<file path="src/rtl/beam_threshold_pkg.sv">
// Shared types and constants for the beam threshold configuration controller.
package beam_threshold_pkg;

    localparam int unsigned NBEAMS = 48;
    localparam int unsigned THBITS = 18;
    localparam int unsigned ADDR_W = $clog2(NBEAMS);
    localparam int unsigned CFG_W  = THBITS + 1;

    typedef logic [THBITS-1:0] thresh_t;

    typedef struct packed {
        logic    mask;
        thresh_t th;
    } beam_cfg_t;

    localparam thresh_t   THRESH_RESET   = {THBITS{1'b1}};
    localparam beam_cfg_t BEAM_CFG_RESET = '{mask: 1'b1, th: THRESH_RESET};

    typedef enum logic [1:0] {
        IDLE,
        WAIT_SYNC,
        ACK
    } state_t;

    // True when a configuration address names an existing beam.
    function automatic logic addr_valid(input logic [ADDR_W-1:0] addr);
        return 32'(addr) < NBEAMS;
    endfunction

endpackage

</file>
<file path="src/rtl/beam_cfg_bank.sv">
// One beam's shadow/active configuration register pair.
module beam_cfg_bank
    import beam_threshold_pkg::*;
(
    input  logic      clk_i,
    input  logic      rst_n_i,
    input  logic      wr_en_i,
    input  beam_cfg_t wr_data_i,
    input  logic      load_i,
    output beam_cfg_t active_o
);

    beam_cfg_t r_shadow;
    beam_cfg_t r_active;

    // Shadow register: written from the configuration port.
    always_ff @(posedge clk_i or negedge rst_n_i) begin
        if (!rst_n_i) begin
            r_shadow <= BEAM_CFG_RESET;
        end else if (wr_en_i) begin
            r_shadow <= wr_data_i;
        end
    end

    // Active register: takes the shadow copy when the bank transfer fires.
    always_ff @(posedge clk_i or negedge rst_n_i) begin
        if (!rst_n_i) begin
            r_active <= BEAM_CFG_RESET;
        end else if (load_i) begin
            r_active <= r_shadow;
        end
    end

    assign active_o = r_active;

endmodule

</file>
<file path="config.mk">
export PLATFORM = sky130hd
export DESIGN_NAME = beam_cfg_bank
export DESIGN_NICKNAME = d
export VERILOG_FILES = /design/src/rtl/beam_threshold_pkg.sv /design/src/rtl/beam_cfg_bank.sv
export SDC_FILE = /design/constraint.sdc
export NUM_CORES = 1
export LEC_CHECK = 0
export ABC_AREA = 1
export CAP_MARGIN = 20
export CORE_MARGIN = 2
export CORE_UTILIZATION = 42
export CTS_CLUSTER_DIAMETER = 100
export DETAILED_ROUTE_END_ITERATION = 8
export HOLD_SLACK_MARGIN = 0.05
export PLACE_DENSITY = 0.74
export SYNTH_ARGS = -nofsm -noshare
export SYNTH_HDL_FRONTEND = slang
export SYNTH_SLANG_ARGS = --single-unit
</file>
<file path="constraint.sdc">
create_clock -name clk_i -period 0.8 [get_ports clk_i]
set_input_delay 0.12 -clock clk_i [delete_from_list [all_inputs] [get_ports clk_i]]
set_output_delay 0.12 -clock clk_i [all_outputs]
set_load 0.005 [all_outputs]
</file>
; Yosys cells after proc, flatten, opt, wreduce, memory -nomap -nowiden
; Index checks and enable logic that the tools add are counted.
[word_totals]
out_inout_bits = 19
ff_bits = 38

; Longest topological paths before layout
[logic_depth]
depth_word = 0
depth_mapped = 4
depth_no_buf = 3

; Worst setup path before layout
; No wires, ideal clock.
[synth_timing]
path_type = reg-to-reg
startpoint = register active_o[0] (netlist name)
endpoint = register r_active (netlist bit active_o[0])
setup_ns = 0.060
t_required_ns = 0.740
setup_slack_ns = 0.131
period_less_slack_ns = 0.669
arrival_time_ns = 0.609
path_buffers = 0
path_stages_with_launch = 3
cell_sequence = dfstp_2 -> nand2_1 -> nand2_1
[synth_lines]
columns = element, line
row1 = end signal: assignment, beam_cfg_bank.sv:30  ; r_active <= r_shadow;
row2 = end: declaration, beam_cfg_bank.sv:14  ; beam_cfg_t r_active;

; Final worst setup path
[layout_timing]
startpoint = register r_active (netlist bit active_o[4])
endpoint = output port active_o[4] in the netlist's numbering
[layout_lines]
columns = element, line
row1 = end: declaration, beam_cfg_bank.sv:10  ; output beam_cfg_t active_o
; No word-level cell between the ends.

==> impl_summary.md <==
Outcome
The run finished, with violations left. The final reports fail on negative setup slack.

Timing
Setup repair after global routing could not meet its margin everywhere. After layout, the worst setup slack is -0.312 ns. Across the routed clock network, the largest skew measured is about 0.0067 ns. After layout, the minimum clock period comes to about 1.1 ns. The number of hold violations in the final report is 0. In this run the tightest slew margin relative to its limit is a little over four fifths. The number of slew-limit violations in the final report is 0. Setup violations remaining at the end of the flow were counted as 19.

The worst path uses 139% of the clock period. The actual slew at the worst max-slew pin is 0.241 ns. Static timing analysis puts the maximum clock frequency at ~0.90 GHz.

Place
Detailed placement finished with a half-perimeter wire length of between 2000 and 2500 µm. At the end of routability-driven placement, the weighted congestion stood at roughly 0.74. Buffers placed on the I/O ports in this run total 41. The worst slack after detailed placement is -0.336 ns.

Floorplanning
For this design the top-level I/O count stands at 42. The floorplan step defined a die boundary enclosing slightly above 4000 µm². The floorplan step defined a core boundary enclosing about 3400 µm².

The number of placement rows is 21. The y dimension of the die is 64.2 µm. The die is 64.2 µm wide. The effective utilization at floorplan is ~45%.

Final layout
Cells with a size suffix above 1 make up around 36% of the layout. The count of antenna diodes in the layout is 0. Relative to the synthesized area, the layout overhead comes to 30.0%. After the last flow step, the layout net total stands at roughly 230. The fill cell total of the finished layout is 298.

Worst setup path
The signal on the critical path passes through buf_6. The endpoint of the worst-slack reg-to-reg timing path is active_o[3]. The critical-path cell with the highest stage delay is dfstp_2. The number of gates on the worst path with buffers counted is 1. For the worst setup path, the data arrival time is between 0.9 and 1 ns. The startpoint identified for the worst register-to-register timing path is active_o[3].

STA classifies the critical path startpoint as a register. For the worst setup path, the data required time is roughly 0.68 ns. For this run, the slowest stage of the critical path takes between 0.5 and 0.6 ns. The worst setup path is captured at a primary output. The origin of the worst setup path is active_o[4]. The minimum setup slack among reg-to-reg paths is ~0.01 ns. In this run the worst path has a maximum fanout of 2. Measured in cells, the most critical reg-to-reg path has a length of 3. The critical path capture point is active_o[4].

The worst setup path is of the reg -> out kind. The number of buffers and inverters on the critical path is 1. The kind of cell with the highest combined delay along the critical path is flip-flops.

Global route
The global-route total usage across every layer is approximately 15%. The number of global-route vias before repair is 1088. The wire length of the first global-routing pass is roughly 4700 µm. Global routing finished with a remaining overflow of 0. The number of antenna violations at the first check in global routing is 0. Entering global routing, the biggest net connects 39 pins.

Drt
Dividing the detail-routed via count by the number of cells gives between 4 and 5. The initial detailed-routing violation count is 47. The count of antenna-violating nets left after detailed routing is 0. The final routed wirelength across all metal layers is between 2000 and 3000 µm. The detail-routed net length per standard cell is approximately 11 µm.

The first-pass iteration count of the detailed router is 4. In the routed design, unresolved DRC markers number 0. Summing over every cut layer, the via total after detailed routing is ~1100.

Synth
The average instance area after synthesis is 9.52 µm². The post-synthesis instance area is 1520 µm². The number of synthesized register bits is 38.

The number of nets in the synthesized netlist is roughly 180. The count of mapped cells out of synthesis is 160. Yosys printed 0 warnings.

The number of different library cells in the post-synthesis netlist is 6. The sequential element share of the synthesized area is roughly two thirds.

Worst hold path
The worst hold path begins at load_i. The cell depth of the worst min-delay path is 3. The type of the worst min-delay path is in -> reg.

Pwr
The worst voltage drop across the vdd grid is around 0.8 mV. The cell area power density is around 2000 nW/µm². The leakage power total is a little under 1 nW. The overall power after layout is between 0.003 and 0.004 W.

Clocking
The CTS tree is yes. Clock-pin slew was measured on the worst setup and hold paths at roughly 0.1 ns. Clock tree synthesis found a total of 38 sinks. The number of hold buffers added after CTS was 0.

The clock insertion delay at the later pin of the skew report is around 0.33 ns. CTS placed an instance of clkbuf_4 at the clock tree root. The H-tree was split into 2 levels. Clock tree synthesis inserted a total of 5 buffers. The clock passes through at most 2 buffers.

Run
Across the run, the number of max-cap violations was 0.
-- cells in the mapped netlist, drive strengths merged --
master	instances	share of area, %
nand2	114	28
inv	2	0.49
buf	6	5.6
dfstp	38	66
-- logic make-up after synthesis --
group	synth area share (%)
buf+inv	6.08
flops	65.5
simple gates	28.4
-- repair_timing --
| action | 4_1_cts | 5_1_grt |
|---|---|---|
| setup endpoints to repair | 19 | 41 |
| resized for setup | 74 | 14 |
| setup buffers | 1 | 0 |
| cloned | 0 | 0 |
| pin swaps | 0 | 1 |
-- per-stage QoR --
step	utilization, %	hold WS (ns)	TNS, ns	instances	instance area (µm²)
6_report	58.0	0.107	-5.50	253	1980
5_1_grt	58.0	0.125	-6.27	253	1980
4_1_cts	56.2	0.272	-5.82	253	1920
3_5_place_dp	57.3	0.454	-16.65	246	1960
3_3_place_gp	57.3	0.451	-15.79	246	1960
2_1_floorplan	-	-0.0278	0	160	1520
-- how the worst min path moves through the flow --
stage              endpoint  slack, ns
6_report       active_o[15]       0.11
5_1_grt        active_o[15]       0.13
4_1_cts        r_shadow[18]       0.27
3_5_place_dp    r_shadow[7]       0.45
3_3_place_gp   active_o[16]       0.45
2_1_floorplan   active_o[0]      -0.03
-- registers in the layout (all words and copies together) (netlist names) --
| register | cells |
|---|---|
| active_o | 19 |
| r_shadow | 19 |
-- final cells by class --
type | count | area, µm² | share of cell area, %
inverter | 2 | 12.5 | 0.631
sequential | 38 | 998 | 50.4
clock buffer | 6 | 51.3 | 2.59
timing repair buffer | 47 | 427 | 21.5
multi-input combinational | 114 | 435 | 22.0
tap | 46 | 57.6 | 2.90
-- layer usage --
layer | up-vias | share of wire (%) | GRT usage (%)
li1 | 577 | - | -
met1 | 517 | 45 | 19.4
met2 | 32 | 47 | 23.6
met3 | 9 | 4.9 | 3.35
met4 | 0 | 3.3 | 10.4
met5 | - | 0 | 0
-- power by group --
part | internal (W) | switching [W]
registers | 0.00226 | 0.000113
clock network | 0.000396 | 0.000541
logic | 0.000331 | 0.000275
total | 0.00298 | 0.000929
-- placed cells by master, fill, tap and decap left out --
master,count
nand2_1,111
dfstp_2,38
clkdlybuf4s50_1,21
buf_2,12
buf_6,9
clkbuf_4,5
nand2_2,3
buf_4,3
inv_4,2
clkbuf_8,1
dlymetal6s2s_1,1
buf_12,1
Power figures use the tool's default switching activity.
